## src/rtl/seven_seg_scanner.sv

```systemverilog
// Time-multiplexed hex digit scanner with an all-anodes-off guard at the start of every slot.
// Optional leading-zero blanking is enabled by defining SEVEN_SEG_LZ_BLANK_EN.
module seven_seg_scanner #(
  parameter int DIGITS      = 4,
  parameter int REFRESH_DIV = 50000,
  parameter int GUARD       = 16,
  localparam int IDX_W      = (DIGITS > 1) ? $clog2(DIGITS) : 1,
  localparam int PRE_W      = $clog2(REFRESH_DIV)
) (
  input  logic                  clk,
  input  logic                  rst_n,
  input  logic                  enable,
  input  logic                  load,
  input  logic [4*DIGITS-1:0]   value,
  input  logic [DIGITS-1:0]     dp_in,
  output logic [3:0]            nibble,
  output logic                  dp,
  output logic [DIGITS-1:0]     an_n,
  output logic [IDX_W-1:0]      digit_idx
);

  localparam logic [PRE_W-1:0] PRE_GUARD_END = PRE_W'(GUARD - 1);
  localparam logic [PRE_W-1:0] PRE_SLOT_END  = PRE_W'(REFRESH_DIV - 1);
  localparam logic [IDX_W-1:0] IDX_LAST      = IDX_W'(DIGITS - 1);

  typedef enum logic [1:0] {S_OFF, S_GUARD, S_SHOW} state_t;

  state_t              state, state_nxt;
  logic [PRE_W-1:0]    pre, pre_nxt;
  logic [IDX_W-1:0]    idx_nxt;
  logic                to_show;

  logic [4*DIGITS-1:0] shadow_val, src_val;
  logic [DIGITS-1:0]   shadow_dp, src_dp;
  logic                loaded;
  logic [3:0]          sel_nib;
  logic                sel_dp;

  logic [3:0]          nibble_nxt;
  logic                dp_nxt;
  logic [DIGITS-1:0]   an_nxt;

`ifdef SEVEN_SEG_LZ_BLANK_EN
  // Digit k>0 is blank when it and every higher digit has a zero nibble and an unlit dp.
  function automatic logic [DIGITS-1:0] lz_mask(input logic [4*DIGITS-1:0] v,
                                                input logic [DIGITS-1:0] d);
    logic [DIGITS-1:0] m;
    logic              zero_run;
    m        = '0;
    zero_run = 1'b1;
    for (int k = DIGITS - 1; k >= 1; k--) begin
      zero_run = zero_run && (v[4*k +: 4] == 4'h0) && !d[k];
      m[k]     = zero_run;
    end
    return m;
  endfunction
`endif

  always_ff @(posedge clk) begin
    if (!rst_n) begin
      shadow_val <= '0;
      shadow_dp  <= '0;
      loaded     <= 1'b0;
    end else if (load) begin
      shadow_val <= value;
      shadow_dp  <= dp_in;
      loaded     <= 1'b1;
    end
  end

  // A load on the sampling edge writes straight through to the digit selector.
  always_comb begin
    src_val = load ? value : shadow_val;
    src_dp  = load ? dp_in : shadow_dp;
    sel_nib = 4'h0;
    sel_dp  = 1'b0;
    for (int k = 0; k < DIGITS; k++) begin
      if (digit_idx == k[IDX_W-1:0]) begin
        sel_nib = src_val[4*k +: 4];
        sel_dp  = src_dp[k];
      end
    end
  end

  always_ff @(posedge clk) begin
    if (!rst_n) begin
      state     <= S_OFF;
      pre       <= '0;
      digit_idx <= '0;
    end else begin
      state     <= state_nxt;
      pre       <= pre_nxt;
      digit_idx <= idx_nxt;
    end
  end

  always_comb begin
    state_nxt = state;
    pre_nxt   = pre;
    idx_nxt   = digit_idx;
    to_show   = 1'b0;
    if (!enable) begin
      state_nxt = S_OFF;
      pre_nxt   = '0;
      idx_nxt   = '0;
    end else begin
      case (state)
        S_OFF: begin
          pre_nxt = '0;
          idx_nxt = '0;
          if (loaded) state_nxt = S_GUARD;
        end
        S_GUARD: begin
          pre_nxt = pre + 1'b1;
          if (pre == PRE_GUARD_END) begin
            state_nxt = S_SHOW;
            to_show   = 1'b1;
          end
        end
        S_SHOW: begin
          if (pre == PRE_SLOT_END) begin
            pre_nxt   = '0;
            state_nxt = S_GUARD;
            idx_nxt   = (digit_idx == IDX_LAST) ? '0 : digit_idx + 1'b1;
          end else begin
            pre_nxt = pre + 1'b1;
          end
        end
        default: begin
          state_nxt = S_OFF;
          pre_nxt   = '0;
          idx_nxt   = '0;
        end
      endcase
    end
  end

  // Outputs are registered versions of the next-state view; nibble/dp only change on entry to SHOW.
  always_comb begin
    nibble_nxt = nibble;
    dp_nxt     = dp;
    an_nxt     = an_n;
    if (state_nxt != S_SHOW) an_nxt = '1;
    if (to_show) begin
      nibble_nxt = sel_nib;
      dp_nxt     = sel_dp;
      for (int k = 0; k < DIGITS; k++) an_nxt[k] = (digit_idx != k[IDX_W-1:0]);
`ifdef SEVEN_SEG_LZ_BLANK_EN
      if ((lz_mask(src_val, src_dp) & ~an_nxt) != '0) an_nxt = '1;
`endif
    end
  end

  always_ff @(posedge clk) begin
    if (!rst_n) begin
      nibble <= 4'h0;
      dp     <= 1'b0;
      an_n   <= '1;
    end else begin
      nibble <= nibble_nxt;
      dp     <= dp_nxt;
      an_n   <= an_nxt;
    end
  end

endmodule
```

## config.mk

```make
export PLATFORM = sky130hd
export DESIGN_NAME = seven_seg_scanner
export DESIGN_NICKNAME = d
export VERILOG_FILES = /design/src/rtl/seven_seg_scanner.sv
export SDC_FILE = /design/constraint.sdc
export NUM_CORES = 1
export LEC_CHECK = 0
export ABC_AREA = 1
export CORE_AREA = 2 2 67 69
export CTS_CLUSTER_DIAMETER = 150
export CTS_CLUSTER_SIZE = 16
export DETAILED_ROUTE_END_ITERATION = 12
export DIE_AREA = 0 0 69 71
export PLACE_DENSITY = 0.91
export SETUP_SLACK_MARGIN = 0.15
export SLEW_MARGIN = 30
export SYNTH_ARGS = -nofsm -noshare
export SYNTH_HDL_FRONTEND = slang
export SYNTH_SLANG_ARGS = --single-unit
```

## constraint.sdc

```tcl
create_clock -name clk -period 3.2 [get_ports clk]
set_clock_uncertainty 0.15 [all_clocks]
set_input_delay 0.8 -clock clk [delete_from_list [all_inputs] [get_ports clk]]
set_output_delay 0.8 -clock clk [all_outputs]
set_load 0.01 [all_outputs]
```

Word-level counts from Yosys, hierarchy flattened. Index checks and enable logic that the tools add are counted.

Logic and storage cells: 55. Memories kept: 0. Register bits after elaboration: 50. Bits in writable memories: 0. Input port bits: 24. Bits in latches: 0. Memory bits (read-only): 0.

Shift operators: 0. Multiply operators: 0. Order comparisons: 0. Divide/modulo/power cells: 0. Bitwise gates (word level): 1. Add/sub/neg operators: 2. Equality and inequality tests: 12. Multiplexer cells: 25. Reductions and logical operators: 6.

Operators with widths (count): 16-bit 2-to-1 mux (2); 16-bit case mux with 2 select lines (1); 4-bit 2-to-1 mux (7); 16-bit by 1-bit adder with 16-bit output (second input constant) (1); 16-bit equality test (second input constant) (1); 16-bit by 4-bit equality test with 1-bit output (second input constant) (1); 2-bit 2-to-1 mux (6); 2-bit != test (second input constant) (4); 1-bit 2-to-1 mux (7); 2-bit equality test (second input constant) (3); 2-bit case mux with 3 select lines (1); 2-bit by 1-bit equality test with 1-bit output (second input constant) (2); 2-bit logical NOT (2); 2-bit case mux with 2 select lines (1); 2-bit AND reduction (2); 2-bit nonzero test (2); 2-bit by 1-bit adder with 2-bit output (second input constant) (1); 2-bit by 1-bit != test with 1-bit output (second input constant) (1); 1-bit NOT (1).

Depth between registers and ports, before layout.
Word-level depth: 7. Depth in mapped cells: 12. Mapped depth without buffers: 12.

Worst setup path after synthesis. Ideal clock, no wire load.

Path kind: input port to flip-flop. Start: input port load. End: register dp. Setup slack: 1383 ps. Data required time: 2935 ps. Buffers on the path: 1. Setup time: 115 ps. Arrival: 1553 ps. Stages: 7. Cell sequence: buf_2 > o21ai_0 > o22ai_1 > o21ai_0 > nor2_1 > nor2_1 > nor2_1.

Longest elaborated chain between the ends: 5.

RTL lines: from (decl) (line 13) `input logic load,`; 4-bit 2-to-1 mux (*); 1-bit 2-to-1 mux (3 in a row) (line 78) `if (digit_idx == k[IDX_W-1:0]) begin`; 1-bit 2-to-1 mux (*) (line 78); to (signal assigned) (line 161) `dp <= dp_nxt;`; to (decl) (line 17) `output logic dp,`.

Every way passes the cells marked *; elsewhere a longest branch is shown, timed or not. A chain may end at the register's enable or synchronous reset.

Final worst setup path.
Start: register digit_idx[0]. End: output port digit_idx[0].

RTL lines: from (decl) (line 19) `output logic [IDX_W-1:0] digit_idx`; from (signal assigned) (line 93) `digit_idx <= idx_nxt;`.

No word-level cell between the ends.

==> summary.md <==
| Metric | Value |
|---|---|
| Outcome | `completed` |
| Die area | `4899 sq um` |
| Max VDD drop | `slightly above 400 uV` |
| GR Overflow Total | `0` |
| Multi-input gate area | `1182 sq um` |
| Post-synth EDFFs | `0` |
| Clk sinks | `50` |
| Fin. Hold Viols | `0` |
| Die X | `roughly 70 um` |
| Internal | `920.2 uW` |
| Core area | `4204 sq um` |
| Worst path required time | `about 2.3 ns` |
| Clock-pin slew on the worst setup and hold paths | `~0.09 ns` |
| P&R area growth vs syn | `20.01%` |
| Reg2Reg Launch Point | `pre[0]` |
| Placement Cell Area | `2728 sq um` |
| Top post-synthesis cells by count | `nor2_1, nand2_1, dfxtp_1, inv_1, o21ai_0` |
| Initial Util | `56.22%` |
| Post-route ant nets | `0` |
| Max cap viols | `0` |
| NetSw | `262.4 uW` |
| Reg2reg path depth | `8` |
| Non-filler cells, final | `397` |
| Final Cell Area | `2836 sq um` |
| Dpl hpwl | `~3500 um` |
| H-tree Lvls | `2` |
| Longest Clk Path Bufs | `2` |
| Synth Warn # | `0` |
| Setup crit start kind | `register` |
| CP max FO | `5` |
| Tmin final | `~2.3 ns` |
| Synthesized area | `2364 sq um` |
| Hold_buf cts | `0` |
| Drt pass-1 iters | `4` |
| Arr. time, crit path | `roughly 1.3 ns` |
| Inserted Clock Buffers | `5` |
| Worst Hold End | `pre[0]` |
| Worst Max-Slew Pin Slew | `0.6532 ns` |
| Register area | `~1000 sq um` |
| Hold depth | `1` |
| Finish-stage setup viols | `0` |
| Post-Syn Instances | `311` |
| Global-route usage over all layers | `20.62%` |
| Share of the cycle needed by the critical path after routing | `71.20%` |
| Area contributors post-synth | `dfxtp_1, nor2_1, nand2_1` |
| Antenna fix cells | `0` |
| Post-CTS setup buffer count | `0` |
| Critical-path cell with the highest stage delay | `clkdlybuf4s50_1` |
| Crit path from | `digit_idx[0]` |
| Min-delay src | `pre[0]` |
| Synth unique cells | `33` |
| Post-synth top area share | `42.35%` |
| Layout Nets | `377` |
| Final WL | `4773 um` |
| Comb pwr share | `8.8%` |
| Sequential power share | `54.6%` |
| RePlAce Congestion | `approximately 0.85` |
| Chip height | `about 71 um` |
| Vias in the first global route | `1970` |
| Filler Cells Inserted | `336` |
| Post-CTS sizing | `0` |
| Syn nets | `344` |
| Flops & latches, synth | `50` |
| Clock power share | `a little under two fifths` |
| Setup TNS | `0 ns` |
| Max Slew Vio Count | `0` |
| CP Class | `reg -> out` |
| R2R setup slack | `1.30 ns` |
| Cell with the most instances after synthesis | `nor2_1` |
| I/O Buffers | `34` |
| Area leader, netlist | `dfxtp_1` |
| Max Fclk | `around 0.44 GHz` |
| R2R Path End | `nibble[1]` |
| Ports | `35` |
| Max stage delay on crit path | `0.58 ns` |
| Drt drc | `0` |
| Top_reg_cell synth | `dfxtp_1` |
| Crit path cell chain | `clkdlybuf4s50_1` |
| Placement Rows | `24` |
| Cell family with most CP delay | `buffers and inverters` |
| Sequential share of the synthesized area | `42.35%` |
| Post-synth ARST share | `0%` |
| Clk root buf | `clkbuf_8` |
| Clk_lat worst skew | `0.31 ns` |
| Class of the worst hold path | `reg -> reg` |
| Capturing element type of the critical path | `primary output` |
| P per Cell Area | `416.9 nW/um^2` |
| Via count | `2040` |
| First-pass GRT wire length | `8293 um` |
| TritonCTS clock tree | `built` |
| Dpl cells | `389` |
| Initial antenna violation count | `0` |
| DR WL/cell | `12.02 um` |
| Share of cells above drive strength 1 | `6.957%` |
| RSZ-0062 raised after global routing | `false` |
| P_leak | `1.268 nW` |
| Largest net degree at the start of global routing | `32` |
| Crit path buf inv count | `1` |
| Drt first-iter violations | `154` |
| Via density | `just over 5` |
| Avg Synthesized Cell Area | `7.600 sq um` |
| Net Sw Frac | `roughly 22%` |
| Rel. slew slack | `56.41%` |
==> power groups by stage <==
stage	Sequential (mW)	Combinational, mW	Clock [mW]
finish	0.645	0.104	0.434
global placement	0.659	0.100	0
CTS	0.645	0.104	0.440
floorplan	0.658	0.0604	0
detailed placement	0.660	0.103	0
global route	0.647	0.116	0.461
==> registers in the layout, indices dropped and copies added (netlist names) <==
signal      cells
digit_idx       2
shadow_dp       4
dp              1
an_n            4
loaded          1
shadow_val     16
state           2
pre            16
nibble          4
==> layer usage <==
metal / share of wire, % / up-vias / wire length, um / GRT usage [%]
li1: - / 1045 / - / -
met1: 44 / 935 / 2118 / 23.55
met2: 49 / 49 / 2347 / 37.50
met3: 4.4 / 11 / 208 / 5.271
met4: 2.1 / 0 / 98 / 6.972
met5: 0 / - / 0 / 0
==> through the flow <==
step,utilization (%),hold WS [ns],power [mW],worst slack (ns)
after floorplan,-,0.2675,0.7186,1.383
after global placement,64.88,0.2805,0.7592,0.6635
after detailed placement,64.88,0.2905,0.7630,0.6270
after CTS,67.47,0.3092,1.189,0.9148
after global routing,67.47,0.3501,1.223,0.7926
final,67.47,0.3037,1.183,0.9215
==> final cells by class <==
type                    instances  area share [%]
repair buffers                 35           12.26
flip-flops and latches         50           35.29
clock buffers                   5           2.426
multi-input cells             217           41.68
inverters                      35           4.632
clock inverters                 3           1.412
well taps                      52           2.294
==> cells in the final DEF, fill, tap and decap left out, drive strengths merged, types with 2 or more instances in the layout <==
cell type,count
nor2,71
nand2,57
dfxtp,50
inv,35
clkdlybuf4s50,34
o21ai,26
nand3,13
mux2i,10
xor2,9
ha,9
o22ai,5
clkbuf,5
a21oi,3
nor3b,3
o21a,2
clkinv,2
nand4,2
nor3,2
==> kinds of logic after synthesis <==
group / synth area share (%)
AO/OA/AOI/OAI: 9.000
AND/OR/NAND/NOR: 28.32
XOR/XNOR: 3.706
adder cells (fa/ha/maj): 4.765
flip-flops: 42.35
multiplexers: 4.235
buffers and inverters: 7.623
==> worst max path at each step <==
stage | endpoint | cells past startpoint
floorplan | dp | 7
global placement | pre[10] | 6
detailed placement | pre[10] | 6
CTS | digit_idx[0] | 1
global route | pre[10] | 6
finish | digit_idx[0] | 1
Note: power is estimated with default switching activity, not from simulation.
